`src/rtl/div_unit_pkg.sv`:
```
// Shared types for the iterative divider: FSM state encoding and ready codes.
package div_unit_pkg;

    typedef enum logic [1:0] {
        DIV_FREE   = 2'b00,
        DIV_ON     = 2'b01,
        DIV_BYZERO = 2'b10,
        DIV_END    = 2'b11
    } div_state_t;

    localparam logic DIV_RESULT_READY     = 1'b1;
    localparam logic DIV_RESULT_NOT_READY = 1'b0;

endpackage

```
`src/rtl/div_unit_step.sv`:
```
// One radix-2 restoring step: trial-subtract the divisor from the shifted
// partial remainder and keep the difference when it does not go negative.
module div_unit_step #(
    parameter int WIDTH = 32
) (
    input  logic [WIDTH:0]   partial,
    input  logic [WIDTH-1:0] divisor,
    output logic [WIDTH-1:0] rem_next,
    output logic             q_bit
);

    logic [WIDTH:0] diff;

    // The true remainder is always below the divisor, so WIDTH bits suffice.
    assign diff     = partial - {1'b0, divisor};
    assign q_bit    = ~diff[WIDTH];
    assign rem_next = q_bit ? diff[WIDTH-1:0] : partial[WIDTH-1:0];

endmodule

```
`src/rtl/div_unit.sv`:
```
// Iterative signed/unsigned divider, one quotient bit per cycle.
// Optional DIV_FAST_PATH_EN: skip iteration when |dividend| < |divisor|.
module div_unit
    import div_unit_pkg::*;
#(
    parameter int WIDTH = 32
) (
    input  logic               clk,
    input  logic               resetn,
    input  logic               div_start,
    input  logic               div_signed,
    input  logic [WIDTH-1:0]   opdata1,
    input  logic [WIDTH-1:0]   opdata2,
    input  logic               annul,
    output logic [2*WIDTH-1:0] result,
    output logic               div_ready
);

    localparam int CW = (WIDTH > 1) ? $clog2(WIDTH) : 1;

    function automatic logic [WIDTH-1:0] neg_if(input logic [WIDTH-1:0] v, input logic n);
        return n ? (~v + WIDTH'(1)) : v;
    endfunction

    div_state_t         state_q, state_d;
    logic [CW-1:0]      counter_q, counter_d;
    logic [WIDTH-1:0]   rem_q, rem_d;
    logic [WIDTH-1:0]   quo_q, quo_d;
    logic [WIDTH-1:0]   dvs_q, dvs_d;
    logic               neg_quo_q, neg_quo_d;
    logic               neg_rem_q, neg_rem_d;
    logic               fast_q, fast_d;
    logic [2*WIDTH-1:0] result_q, result_d;
    logic               ready_q, ready_d;

    logic [WIDTH-1:0]   mag1, mag2;
    logic [WIDTH-1:0]   step_rem;
    logic               step_q;
    logic [WIDTH-1:0]   quo_next;

    assign mag1     = neg_if(opdata1, div_signed & opdata1[WIDTH-1]);
    assign mag2     = neg_if(opdata2, div_signed & opdata2[WIDTH-1]);
    assign quo_next = {quo_q[WIDTH-2:0], step_q};

    // The dividend shifts out of quo_q MSB-first while quotient bits shift in.
    div_unit_step #(.WIDTH(WIDTH)) u_step (
        .partial  ({rem_q, quo_q[WIDTH-1]}),
        .divisor  (dvs_q),
        .rem_next (step_rem),
        .q_bit    (step_q)
    );

    always_comb begin
        state_d   = state_q;
        counter_d = counter_q;
        rem_d     = rem_q;
        quo_d     = quo_q;
        dvs_d     = dvs_q;
        neg_quo_d = neg_quo_q;
        neg_rem_d = neg_rem_q;
        fast_d    = fast_q;
        result_d  = result_q;
        ready_d   = DIV_RESULT_NOT_READY;

        case (state_q)
            DIV_FREE: begin
                if (div_start && !annul) begin
                    dvs_d     = mag2;
                    quo_d     = mag1;
                    rem_d     = '0;
                    counter_d = '0;
                    neg_quo_d = div_signed & (opdata1[WIDTH-1] ^ opdata2[WIDTH-1]);
                    neg_rem_d = div_signed & opdata1[WIDTH-1];
                    fast_d    = 1'b0;
                    if (opdata2 == '0) begin
                        state_d = DIV_BYZERO;
                    end else begin
`ifdef DIV_FAST_PATH_EN
                        if (mag1 < mag2) begin
                            fast_d  = 1'b1;
                            rem_d   = opdata1;
                            state_d = DIV_BYZERO;
                        end else begin
                            state_d = DIV_ON;
                        end
`else
                        state_d = DIV_ON;
`endif
                    end
                end
            end
            DIV_ON: begin
                rem_d     = step_rem;
                quo_d     = quo_next;
                counter_d = counter_q + CW'(1);
                if (counter_q == CW'(WIDTH - 1)) begin
                    result_d = {neg_if(step_rem, neg_rem_q), neg_if(quo_next, neg_quo_q)};
                    ready_d  = DIV_RESULT_READY;
                    state_d  = DIV_END;
                end
            end
            DIV_BYZERO: begin
                // Also serves the fast path, which parks the signed dividend in rem_q.
                result_d = fast_q ? {rem_q, {WIDTH{1'b0}}} : '0;
                ready_d  = DIV_RESULT_READY;
                state_d  = DIV_END;
            end
            default: begin
                state_d = DIV_FREE;
            end
        endcase

        if (annul) begin
            state_d  = DIV_FREE;
            ready_d  = DIV_RESULT_NOT_READY;
            result_d = result_q;
        end
    end

    always_ff @(posedge clk or negedge resetn) begin
        if (!resetn) begin
            state_q   <= DIV_FREE;
            counter_q <= '0;
            rem_q     <= '0;
            quo_q     <= '0;
            dvs_q     <= '0;
            neg_quo_q <= 1'b0;
            neg_rem_q <= 1'b0;
            fast_q    <= 1'b0;
            result_q  <= '0;
            ready_q   <= DIV_RESULT_NOT_READY;
        end else begin
            state_q   <= state_d;
            counter_q <= counter_d;
            rem_q     <= rem_d;
            quo_q     <= quo_d;
            dvs_q     <= dvs_d;
            neg_quo_q <= neg_quo_d;
            neg_rem_q <= neg_rem_d;
            fast_q    <= fast_d;
            result_q  <= result_d;
            ready_q   <= ready_d;
        end
    end

    assign result    = result_q;
    assign div_ready = ready_q;

endmodule

```
`config.mk`:
```
export PLATFORM = sky130hd
export DESIGN_NAME = div_unit
export DESIGN_NICKNAME = d
export VERILOG_FILES = /design/src/rtl/div_unit_pkg.sv /design/src/rtl/div_unit_step.sv /design/src/rtl/div_unit.sv
export SDC_FILE = /design/constraint.sdc
export NUM_CORES = 1
export LEC_CHECK = 0
export BUFFER_PORTS_ARGS = -buffer_cell sky130_fd_sc_hd__buf_2
export CAP_MARGIN = 20
export CORE_MARGIN = 10
export CORE_UTILIZATION = 43
export DETAILED_ROUTE_END_ITERATION = 7
export PLACE_DENSITY_LB_ADDON = 0.1
export SLEW_MARGIN = 0
export SYNTH_ARGS = -nofsm -noshare
export SYNTH_HDL_FRONTEND = slang
export SYNTH_HIERARCHICAL = 1
export SYNTH_SLANG_ARGS = --single-unit
```
`constraint.sdc`:
```
create_clock -name clk -period 9.8 [get_ports clk]
set_input_delay 1.47 -clock clk [delete_from_list [all_inputs] [get_ports clk]]
set_output_delay 1.47 -clock clk [all_outputs]
set_load 0.01 [all_outputs]
```
==> impl_metrics.yaml, run 1 <==
die:
  std_cell_rows: 61
  vert_die_dim_um: 187
  die_area_sq_um: 35000
  fp.coreArea_sq_um: 27600
  die_w_um: 187
  floorplan.initialDensity: 0.434
  ioPinCount: 134
synthesis:
  synth_top_area_cell: "sky130_fd_sc_hd__dfrtp_1"
  synth_enable_flop_cells: 0
  async_reset_ff_frac: 1.00
  synthesis.area_per_instance_sq_um: 8.62
  biggest_area_contributors_in_the_synthesized_netlist: "sky130_fd_sc_hd__dfrtp_1, sky130_fd_sc_hd__xor2_1, sky130_fd_sc_hd__nand2_1"
  synthMostInstantiatedCell: "sky130_fd_sc_hd__nand2_1"
  mappedNetlistArea_sq_um: 12000
  post_synth_inst_count: 1391
  synthesis.yosys.warnings: 6
  synth_seq_cells: 170
  post_synth_most_frequent_cells: "sky130_fd_sc_hd__nand2_1, sky130_fd_sc_hd__dfrtp_1, sky130_fd_sc_hd__o21ai_0"
  synth_seq_area_share: 0.355
  synth_ff_type: "sky130_fd_sc_hd__dfrtp_1"
  yosys_top_cell_area_share: 0.355
  synth_cell_types: 87
  syn_nets: 1503
sta:
  fin_worst_skew_ns: 0.0152
  finalCriticalPeriod_ns: 5.38
  max_transition_viols_final: 0
  timing.final.crit_share: 0.549
  worst_pin_slew_ns: 1.03
  setup-violations-final: 0
  rsz_0062_raised_after_global_routing: "false"
  clock.fmax_mhz: 186
  final_hold_viol_count: 0
  timing.slew.headroom: 0.312
  finalSetupTns_ns: 0
pwr:
  power_leakage_nw: 6.17
  irDropWorstVdd_mv: 0.120
  total_power_divided_by_cell_area_nw_per_um2: 284
  clkPwrFrac: 0.182
  totalPowerFinal_mw: 3.82
  share_seq_of_total_power: 0.313
  power.switching_fraction: 0.469
  net-switching-power_mw: 1.79
  power.combinational.fraction: 0.505
  internal-power_mw: 2.03
flow_run:
  cap_viol_max_count: 0
placed_design:
  total_instance_count_after_detailed_placement: 1831
  place.port_buffers: 133
  gp_routability_congestion: 0.908
  dpl_cell_area_sq_um: 12800
  hpwl_mm: 26.2
clock_network:
  htree_levels: 4
  clockBufferDepth: 2
  cts_hold_buffers: 0
  cts-root-buf: "sky130_fd_sc_hd__clkbuf_16"
  tritoncts: "yes"
  clkTransAtPathRegs_ns: 0.08
  cts_resized: 0
  cts_setup_buffers: 0
  clock_sink_count: 170
  worst_skew_pair.late_latency_ns: 0.45
  cts-buffers-inserted: 17
grt:
  antenna_found_initial: 3
  grt_overflow_total: 0
  first_global_vias: 10100
  groute.usage.overall: 0.197
  grt_first_pass_wirelength_mm: 56.7
  grt_start_max_net_pins: 104
layout:
  nFillCells: 2743
  area_delta_synth_final_pct: 12.2
  finalNetCount: 1585
  finish.instance_area_sq_um: 13500
  fin_cells: 1865
  layout-drive-gt1-share: 0.159
worst_hold_path:
  holdCritPathClass: "reg2reg"
worst_setup_path:
  timing.critical_path.fanout_max: 27
  worst_path_largest_cell_delay_ns: 0.56
  timing.critical_path.slowest_stage_cell: "sky130_fd_sc_hd__or3_1"
  critPathCaptureType: "flop"
  ff2ff_setup_slack_ns: 4.42
  cp_cell_sequence: "inv_1 > ha_1 > fa_1 > and2b_1 > o2111ai_2 > a21oi_2 > o2111ai_1 > a211oi_2 > nor2_4 > mux2i_4 > and2_4 > inv_8 > mux2_4 > or4_4 > or3_1 > nor3_1 > nand4_1 > o311ai_0"
  worst-setup-path-type: "reg2reg"
  critPathLaunchType: "flop"
  critPathArrivalTime_ns: 5.71
  critPathRequiredTime_ns: 10.13
routing:
  ant_nets: 0
  drc: 0
  detail_route.wirelength_mm: 35.1
  via_per_inst: 5.67
  num_vias: 10600
  drt_pass1_iterations: 5
  drt-initial-drc-count: 834
  wl_per_cell_um: 18.8
run_status:
  status: "finished clean"
stage by stage:
step	hold slack [ns]	worst slack, ns	utilization
2_1_floorplan	0.445	4.88	-
3_3_place_gp	0.457	4.56	0.464
3_5_place_dp	0.463	4.44	0.464
4_1_cts	0.480	4.41	0.486
5_1_grt	0.496	4.08	0.487
6_report	0.471	4.42	0.487
cells in the final DEF (no fill, tap or decap), types with 9 or more instances in the layout:
cell type                   instances
sky130_fd_sc_hd__buf_4             10
sky130_fd_sc_hd__inv_1             52
sky130_fd_sc_hd__and3_1            10
sky130_fd_sc_hd__xor2_1           100
sky130_fd_sc_hd__nand2_1          226
sky130_fd_sc_hd__a21o_1            18
sky130_fd_sc_hd__mux2i_1            9
sky130_fd_sc_hd__o21ai_0          119
sky130_fd_sc_hd__buf_2            132
sky130_fd_sc_hd__nor4_1            24
sky130_fd_sc_hd__nand3_1           60
sky130_fd_sc_hd__or3_1             30
sky130_fd_sc_hd__nand2b_1           9
sky130_fd_sc_hd__o41ai_1           22
sky130_fd_sc_hd__dfrtp_1          170
sky130_fd_sc_hd__clkbuf_16         17
sky130_fd_sc_hd__a21oi_1           55
sky130_fd_sc_hd__mux2_4            19
sky130_fd_sc_hd__xnor2_1           37
sky130_fd_sc_hd__o31ai_1           60
sky130_fd_sc_hd__a31oi_1           19
sky130_fd_sc_hd__nor2_1            46
sky130_fd_sc_hd__ha_1              41
sky130_fd_sc_hd__nor3_1            22
sky130_fd_sc_hd__or4_1             12
sky130_fd_sc_hd__nand4_1           16
area by class of cell:
| class | count | area, sq um | area share |
|---|---|---|---|
| Tap cell | 378 | 473 | 0.0351 |
| Inverter | 54 | 210 | 0.0156 |
| Multi-Input combinational cell | 1086 | 7150 | 0.531 |
| Clock inverter | 13 | 150 | 0.0112 |
| Timing Repair Buffer | 144 | 774 | 0.0576 |
| Sequential cell | 170 | 4250 | 0.316 |
| Clock buffer | 19 | 443 | 0.0329 |
| Antenna cell | 1 | 2.50 | 0.000186 |
kinds of logic after synthesis:
kind of cell | synth area share
AOI/OAI and AO/OA | 0.206
xor gates and xnor gates | 0.100
adders and majority gates | 0.0455
buffers and inverters | 0.0518
DFF | 0.355
muxes | 0.0379
and+or+nand+nor | 0.204
layer usage:
layer / vias to the layer above / part of all wire / global-route usage
met3: 20 / 0.066 / 0.0483
met5: - / 0.00060 / 0
met4: 4 / 0.0075 / 0.0369
li1: 5208 / - / -
met1: 5022 / 0.53 / 0.310
met2: 314 / 0.39 / 0.263
registers in the layout, summed over array words and instances, names as in the netlist:
signal and flops:
dvs_q 32, rem_q 32, neg_rem_q 1, state_q 2, counter_q 5, result 64, div_ready 1, quo_q 32
neg_quo_q 1
path summary, 6_finish.rpt:
path,startpoint,endpoint,cells past startpoint
max reg2reg,quo_q[31],result[61],18
min reg2reg,result[38],result[38],2
min,result[38],result[38],2
max in group asynchronous,resetn,dvs_q[6],2
max,quo_q[31],result[61],18
min in group asynchronous,resetn,result[47],1
power groups by stage:
stage	Sequential (mW)	Combinational, mW	Clock, mW
floorplan	1.17	1.38	0
global placement	1.21	1.90	0
detailed placement	1.22	1.90	0
CTS	1.21	1.91	0.714
global route	1.24	2.17	0.741
finish	1.20	1.93	0.696
critical path, delay by kind of cell, from the launching register on:
| kind | cells | cell delay (ns) |
|---|---|---|
| compound gates | 5 | 1.00 |
| fa+ha+maj | 2 | 0.61 |
| buf+inv | 2 | 0.19 |
| flops | 1 | 0.38 |
| mux | 2 | 0.69 |
| simple gates | 7 | 2.36 |
No activity file was read; power rests on OpenSTA's default activity.
==> run 2: changes to the inputs <==
Clock period 9.8 ns to 4.9 ns, I/O delays scaled along.
==> impl_metrics.yaml, run 2 (synthesis results as in run 1) <==
sta:
  rsz_0062_raised_after_global_routing: "true"
  timing.slew.headroom: 0.212
  max_transition_viols_final: 0
  clock.fmax_mhz: 210
  finalCriticalPeriod_ns: 4.76
  worst_pin_slew_ns: 1.18
  timing.final.crit_share: 0.971
  final_hold_viol_count: 0
  setup-violations-final: 0
  worst_slack_ns: 0.141
  fin_worst_skew_ns: 0.0198
grt:
  grt_first_pass_wirelength_mm: 56.6
  groute.usage.overall: 0.197
  grt_overflow_total: 0
  antenna_found_initial: 2
  first_global_vias: 10100
  grt_start_max_net_pins: 74
layout:
  layout_commonest_cell: "sky130_fd_sc_hd__nand2_1"
  diodes: 0
  finalNetCount: 1624
  layout_common_cells: "sky130_fd_sc_hd__nand2_1, sky130_fd_sc_hd__dfrtp_1, sky130_fd_sc_hd__buf_2"
  nFillCells: 2731
  flip_flop_count_of_the_largest_register_all_copies_and_words_added: 64
  area_delta_synth_final_pct: 15.9
  utilization: 0.503
  layout-drive-gt1-share: 0.190
worst_setup_path:
  worst_path_largest_cell_delay_ns: 0.57
  cp_top_family: "simple AND/OR/NAND/NOR gates"
  worst_r2r_src: "quo_q[31]"
  critical_path_depth: 19
  reg2reg_depth: 19
  timing.critical_path.to: "result[51]"
  critPathLaunchType: "flop"
  cp_cell_sequence: "inv_1 > ha_1 > fa_2 > and2b_1 > o2111ai_2 > a21oi_2 > o2111ai_2 > a211oi_2 > nor2_4 > mux2i_4 > and2_4 > inv_8 > mux2_4 > or4_4 > or3_4 > buf_4 > o41ai_4 > xor2_1 > o21ai_1"
  critPathCaptureType: "flop"
  timing.critical_path.slowest_stage_cell: "sky130_fd_sc_hd__or4_4"
  number_of_buffer_and_inverter_stages_on_the_critical_path: 3
  critPathRequiredTime_ns: 5.23
  timing.critical_path.fanout_max: 8
  r2r-end: "result[51]"
  timing.critical_path.from: "quo_q[31]"
  cp_common_cell: "sky130_fd_sc_hd__o2111ai_2"
  worst-setup-path-type: "reg2reg"
  ff2ff_setup_slack_ns: 0.14
  critPathArrivalTime_ns: 5.09
pwr:
  power.switching_fraction: 0.471
  power_leakage_nw: 6.37
  share_seq_of_total_power: 0.299
  total_power_divided_by_cell_area_nw_per_um2: 579
  internal-power_mw: 4.26
  net-switching-power_mw: 3.79
  clkPwrFrac: 0.173
  irDropWorstVdd_mv: 0.310
  power.combinational.fraction: 0.528
  totalPowerFinal_mw: 8.04
placed_design:
  detailedPlace.worstSlack_ns: 0.00457
  hpwl_mm: 27.0
  place.port_buffers: 133
  gp_routability_congestion: 0.892
routing:
  drc: 0
  num_vias: 10700
  via_per_inst: 5.60
  detail_route.wirelength_mm: 35.6
  drt_pass1_iterations: 5
  drt-initial-drc-count: 950
  ant_nets: 0
  wl_per_cell_um: 18.7
clock_network:
  cts_hold_buffers: 0
  cts-root-buf: "sky130_fd_sc_hd__clkbuf_16"
  cts-buffers-inserted: 17
  tritoncts: "yes"
  worst_skew_pair.late_latency_ns: 0.45
  clockBufferDepth: 2
  clkTransAtPathRegs_ns: 0.08
  htree_levels: 4
  clock_sink_count: 170
die:
  fp.coreArea_sq_um: 27600
  die_w_um: 187
  die_area_sq_um: 35000
  floorplan.initialDensity: 0.434
  ioPinCount: 134
  vert_die_dim_um: 187
  std_cell_rows: 61
worst_hold_path:
  holdCritPathClass: "in2async"
run_status:
  status: "finished clean"
flow_run:
  cap_viol_max_count: 0
-- run 2: stage by stage --
step / setup TNS (ns) / hold WS [ns] / instance area, sq um / std cells
finish: 0 / 0.305 / 13900 / 1903
global route: -0.120 / 0.347 / 13900 / 1903
CTS: 0 / 0.332 / 13700 / 1898
detailed placement: 0 / 0.462 / 13100 / 1866
global placement: 0 / 0.457 / 13100 / 1866
floorplan: 0 / 0.439 / 12000 / 1391
-- run 2: worst min-delay path by stage --
stage | start | endpoint | slack (ns) | cells past startpoint
6_report | resetn | result[45] | 0.31 | 1
5_1_grt | resetn | result[44] | 0.35 | 1
4_1_cts | resetn | result[44] | 0.33 | 1
3_5_place_dp | result[9] | result[9] | 0.46 | 2
3_3_place_gp | counter_q[4] | counter_q[4] | 0.46 | 2
2_1_floorplan | resetn | counter_q[0] | 0.44 | 0
-- run 2: power groups by stage --
stage               logic, mW  clock network, mW  registers [mW]
CTS                      4.04               1.41            2.42
floorplan                2.76                  0            2.34
detailed placement       4.02                  0            2.45
global placement         3.98                  0            2.43
global route             4.70               1.47            2.48
finish                   4.25               1.39            2.41
-- run 2: final cells by class --
type	instances	area (sq um)	area share
multi-input combinational	1087	7270	0.523
sequential	170	4250	0.306
timing repair buffer	182	1100	0.0789
tap	378	473	0.0340
clock buffer	18	439	0.0316
inverter	54	210	0.0151
clock inverter	14	155	0.0112
-- run 2: per-layer routing --
metal / global-route usage / vias to the layer above / wire length (um)
li1: - / 5273 / -
met1: 0.313 / 5066 / 19200
met2: 0.263 / 290 / 14000
met3: 0.0356 / 23 / 2110
met4: 0.0419 / 4 / 314
met5: 0 / - / 21
-- run 2: repair_timing --
action,4_1_cts,5_1_grt
setup endpoints to repair,2,23
cloned,0,1
buffers inserted,0,3
pin swaps,0,14
gates resized for setup,1,21
